$ cat src/rtl/avalon_mem_master.sv
`default_nettype none
// ============================================================================
// avalon_mem_master : single-access Avalon-MM master with command timeout
// Revision 1.0
// ============================================================================
module avalon_mem_master #(
  parameter int TIMEOUT_CYCLES    = 1023,
  parameter int USE_READDATAVALID = 1
) (
  input  logic        clk,
  input  logic        reset,
  input  logic        start,
  input  logic        read,
  input  logic        write,
  input  logic [31:0] address,
  input  logic [31:0] dataWrite,
  output logic [31:0] dataRead,
  output logic        done,
  output logic        error,
  output logic [31:0] avm_address,
  output logic        avm_read,
  output logic        avm_write,
  output logic [31:0] avm_writedata,
  output logic [3:0]  avm_byteenable,
  input  logic [31:0] avm_readdata,
  input  logic        avm_waitrequest,
  input  logic        avm_readdatavalid
);

  localparam logic [15:0] C_TIMEOUT = 16'(TIMEOUT_CYCLES);

  typedef enum logic [2:0] {
    S_IDLE    = 3'd0,
    S_RD_CMD  = 3'd1,
    S_RD_DATA = 3'd2,
    S_WR_CMD  = 3'd3,
    S_DONE    = 3'd4
  } state_t;

  state_t      state_q, state_d;
  logic [31:0] addr_q, addr_d;
  logic [31:0] wdata_q, wdata_d;
  logic [31:0] rdata_q, rdata_d;
  logic [15:0] cnt_q, cnt_d;
  logic        done_q, done_d;
  logic        err_q, err_d;
  logic        rd_q, rd_d;
  logic        wr_q, wr_d;
  logic [3:0]  be_q, be_d;
  logic [15:0] w_cnt_inc;

  assign w_cnt_inc = cnt_q + 16'd1;

  always_comb begin
    state_d = state_q;
    addr_d  = addr_q;
    wdata_d = wdata_q;
    rdata_d = rdata_q;
    cnt_d   = cnt_q;
    done_d  = done_q;
    err_d   = err_q;
    rd_d    = 1'b0;
    wr_d    = 1'b0;
    case (state_q)
      S_IDLE: begin
        if (start) begin
          addr_d  = address & 32'hFFFF_FFFC;
          wdata_d = dataWrite;
          cnt_d   = 16'd0;
          if (read && !write) begin
            state_d = S_RD_CMD;
            rd_d    = 1'b1;
            err_d   = 1'b0;
          end else if (write && !read) begin
            state_d = S_WR_CMD;
            wr_d    = 1'b1;
            err_d   = 1'b0;
          end else begin
            state_d = S_DONE;
            done_d  = 1'b1;
            err_d   = 1'b1;
          end
        end
      end
      S_RD_CMD: begin
        cnt_d = w_cnt_inc;
        // An expiring timeout wins over a simultaneous accept
        if (w_cnt_inc == C_TIMEOUT) begin
          state_d = S_DONE;
          done_d  = 1'b1;
          err_d   = 1'b1;
        end else if (!avm_waitrequest) begin
          if (USE_READDATAVALID != 0) begin
            state_d = S_RD_DATA;
          end else begin
            rdata_d = avm_readdata;
            state_d = S_DONE;
            done_d  = 1'b1;
          end
        end else begin
          rd_d = 1'b1;
        end
      end
      S_RD_DATA: begin
        cnt_d = w_cnt_inc;
        if (w_cnt_inc == C_TIMEOUT) begin
          state_d = S_DONE;
          done_d  = 1'b1;
          err_d   = 1'b1;
        end else if (avm_readdatavalid) begin
          rdata_d = avm_readdata;
          state_d = S_DONE;
          done_d  = 1'b1;
        end
      end
      S_WR_CMD: begin
        cnt_d = w_cnt_inc;
        if (w_cnt_inc == C_TIMEOUT) begin
          state_d = S_DONE;
          done_d  = 1'b1;
          err_d   = 1'b1;
        end else if (!avm_waitrequest) begin
          state_d = S_DONE;
          done_d  = 1'b1;
        end else begin
          wr_d = 1'b1;
        end
      end
      S_DONE: begin
        if (!start) begin
          state_d = S_IDLE;
          done_d  = 1'b0;
          err_d   = 1'b0;
        end
      end
      default: begin
        state_d = S_IDLE;
        done_d  = 1'b0;
        err_d   = 1'b0;
      end
    endcase
    be_d = (rd_d || wr_d) ? 4'b1111 : 4'b0000;
  end

  always_ff @(posedge clk) begin
    if (reset) begin
      state_q <= S_IDLE;
      addr_q  <= 32'd0;
      wdata_q <= 32'd0;
      rdata_q <= 32'd0;
      cnt_q   <= 16'd0;
      done_q  <= 1'b0;
      err_q   <= 1'b0;
      rd_q    <= 1'b0;
      wr_q    <= 1'b0;
      be_q    <= 4'b0000;
    end else begin
      state_q <= state_d;
      addr_q  <= addr_d;
      wdata_q <= wdata_d;
      rdata_q <= rdata_d;
      cnt_q   <= cnt_d;
      done_q  <= done_d;
      err_q   <= err_d;
      rd_q    <= rd_d;
      wr_q    <= wr_d;
      be_q    <= be_d;
    end
  end

  assign dataRead       = rdata_q;
  assign done           = done_q;
  assign error          = err_q;
  assign avm_address    = addr_q;
  assign avm_read       = rd_q;
  assign avm_write      = wr_q;
  assign avm_writedata  = wdata_q;
  assign avm_byteenable = be_q;

endmodule
`default_nettype wire

$ cat config.mk
export PLATFORM = sky130hd
export DESIGN_NAME = avalon_mem_master
export DESIGN_NICKNAME = d
export VERILOG_FILES = /design/src/rtl/avalon_mem_master.sv
export SDC_FILE = /design/constraint.sdc
export NUM_CORES = 1
export LEC_CHECK = 0
export ABC_AREA = 0
export CELL_PAD_IN_SITES_DETAIL_PLACEMENT = 0
export CELL_PAD_IN_SITES_GLOBAL_PLACEMENT = 1
export CORE_MARGIN = 8
export CORE_UTILIZATION = 29
export CTS_BUF_LIST = sky130_fd_sc_hd__clkbuf_4 sky130_fd_sc_hd__clkbuf_8
export CTS_CLUSTER_DIAMETER = 50
export DETAILED_ROUTE_END_ITERATION = 6
export GPL_ROUTABILITY_DRIVEN = 1
export PLACE_DENSITY = 0.76
export SLEW_MARGIN = 20
export SYNTH_ARGS = -nofsm -noshare
export SYNTH_HDL_FRONTEND = slang
export SYNTH_SLANG_ARGS = --single-unit
$ cat constraint.sdc
create_clock -name clk -period 2.5 [get_ports clk]
set_input_delay 0.5 -clock clk [delete_from_list [all_inputs] [get_ports clk]]
set_output_delay 0.5 -clock clk [all_outputs]
set_load 0.02 [all_outputs]
==> out/results.ini <==
[drt]
routedWlPerCell_um=14.2
viasPerCell=4.51
wl_um=15400
drt_iter0_markers=239
vias=4868
drtPass1Iterations=4
drtAntennaViolNets=0
drc_errors=0

[critical_path]
critPathTopFamily=simple AND/OR/NAND/NOR gates
critPathKind=flip-flop to flip-flop
end_kind=flip-flop
critPathMaxStageDelay_ns=0.58
cp_num_buf_inv=0
arrival_ns=2.61
path_depth=7
cp_max_fo=5
crit_path_cell_trace=nand4_1 -> nor4_4 -> xnor2_1 -> nand2_1 -> or4_4 -> nand3_1 -> a311oi_1
slowest_stage=or4_4
startpoint_type=flip-flop
ff2ff_path_depth=7
cp.required_ns=2.79

[synth]
synth_flop_cell=dfxtp_1
ys_seq_elements=118
ys_async_sr_fraction_pct=0
ys_warn_count=0
netlist_area_um2=5260
synth_edf_count=0
yosysSeqAreaShare_pct=44.9
synth.distinct_cells=54
synth.avg_cell_area_um2=8.28
syn_inst=635

[timing]
finalMaxSlewViolations=0
max_freq_mhz=432
slew_headroom_pct=62.9
period_minus_slack_ns=2.32
worstMarginPinSlew_ns=0.543
hold_violations=0
finalSetupViolCount=0
rsz0062_at_grt=no
holdWs_ns=0.404
finalCritPeriodShare_pct=92.7
finClkSkew_ns=0.0117
tns_ns=0

[floorplan]
ios=207
rows=49
fp.dieW_um=151
die_area_um2=22700
die-height_um=151
core_um2=17900
start_util_pct=29.4

[power]
peakVddDrop_uv=327
leakagePower_nw=2.87
power_density_nw_per_um2=592

[final_layout]
area_delta_synth_final_pct=52.6
layout_commonest_cell=clkdlybuf4s50_1
stdcell_count=1080
layout-drive-gt1-share_pct=10.3
mostFrequentLayoutCells=clkdlybuf4s50_1 (201), nand2_1 (147), dfxtp_1 (115), a21oi_1 (82), nand2b_1 (66)
postLayoutCoreUtil_pct=44.8
nets=945
diodes=0
fillers=1781

[cts]
cts-root-buf=clkbuf_8
htree_levels=4
clk_pin_slew_ns=0.07
ctsLongestPathBuffers=2
cts.sinks=118
numCtsBuffers=17
clk_latency_ns=0.43
cts_tree=yes
hold_buffers=0

[worst_hold_path]
whs_path_depth=2
hold_path_class=input port to flip-flop

[global_routing]
grt_overflow=0
grt_pass1_wl_um=24100
antenna_found_initial=0
grt_start_max_net_pins=87
grtUsageTotal_pct=13.2
first_global_vias=4663

[status]
outcome=finished clean

[placed_design]
place_congestion=0.782
dp_cells=1048
dp_hpwl_um=11000
port_buffers=202

[job]
drv_cap=0

==> where the power goes <==
part,internal (mW),switching (mW)
registers,2.00,0.0680
clock network,0.887,0.764
logic,0.503,0.526
==> cell families after synthesis <==
group | share of synthesized area, %
simple gates | 28.9
compound gates | 13.1
flops | 44.9
buf+inv | 5.26
mux | 6.09
fa+ha+maj | 0.952
xor+xnor | 0.667
other cells | 0.0713
==> worst reg2reg max path, stage by stage, from the launching register on <==
cell and delay (ns):
dfxtp_1 0.41, nand4_1 0.28, nor4_4 0.35, xnor2_1 0.15, nand2_1 0.13, or4_4 0.58, nand3_1 0.17, a311oi_1 0.12
==> synthesized netlist by cell type (all sizes together) (2+ instances only) <==
| cell | n | share of area [%] |
|---|---|---|
| nand2 | 147 | 10 |
| dfxtp | 118 | 45 |
| a21oi | 82 | 7.8 |
| nand2b | 66 | 7.9 |
| clkbuf | 38 | 2.7 |
| mux2i | 32 | 6.1 |
| nor2 | 29 | 2.1 |
| o21ai | 15 | 1.4 |
| buf | 13 | 2.0 |
| nand3 | 13 | 1.6 |
| nor3 | 9 | 1.2 |
| nor4 | 8 | 1.8 |
| inv | 7 | 0.50 |
| nand4 | 7 | 1.2 |
| or2 | 5 | 0.64 |
| a211oi | 4 | 0.57 |
| ha | 4 | 0.95 |
| a311oi | 3 | 0.50 |
| a31oi | 3 | 0.76 |
| and3 | 3 | 0.36 |
| xnor2 | 3 | 0.50 |
| a2111oi | 2 | 0.33 |
| a221oi | 2 | 0.33 |
| a22oi | 2 | 0.29 |
| nand3b | 2 | 0.29 |
| nor3b | 2 | 0.29 |
| or4 | 2 | 0.36 |
==> state kept, by name, summed over array words and instances, names as in the netlist <==
signal          count
done                1
avm_address        30
avm_byteenable      1
avm_write           1
avm_writedata      32
state_q             3
cnt_q              16
avm_read            1
dataRead           32
error               1
==> what timing repair did <==
action / in CTS / in global routing
setup endpoints to repair: 0 / 38
setup buffers: 0 / 0
hold endpoints to repair: 0 / 0
resized for setup: 0 / 7
==> through the flow <==
step | power, mW | worst slack, ns | area [um^2]
3_3_place_gp | 3.15 | 0.105 | 7630
2_1_floorplan | 2.62 | 0.119 | 5260
4_1_cts | 4.83 | 0.0572 | 8000
5_1_grt | 5.01 | 0.000456 | 8020
3_5_place_dp | 3.15 | 0.0647 | 7630
6_report | 4.74 | 0.183 | 8020
==> final cells by class <==
| class | instances | area, um^2 | area share, % |
|---|---|---|---|
| Multi-Input combinational cell | 460 | 2640 | 33.0 |
| Inverter | 7 | 26.3 | 0.328 |
| Sequential cell | 118 | 2370 | 29.5 |
| Clock inverter | 8 | 75.1 | 0.936 |
| Timing Repair Buffer | 234 | 2320 | 29.0 |
| Clock buffer | 24 | 299 | 3.73 |
| Tap cell | 229 | 287 | 3.57 |
==> routing by layer <==
| metal | global-route usage [%] | vias up | part of all wire (%) |
|---|---|---|---|
| li1 | - | 2524 | - |
| met1 | 16.4 | 2194 | 45 |
| met2 | 20.3 | 141 | 45 |
| met3 | 5.74 | 9 | 9.3 |
| met4 | 3.71 | 0 | 0.77 |
| met5 | 0 | - | 0 |
==> worst paths after layout <==
kind | from | to | slack (ns)
worst min register to register | avm_writedata[19] | avm_writedata[19] | 0.45
worst max-delay path | cnt_q[6] | avm_byteenable[2] | 0.18
worst max register to register | cnt_q[6] | avm_byteenable[2] | 0.18
worst min-delay path | reset | avm_address[20] | 0.40
(Power assumes the default switching activity.)
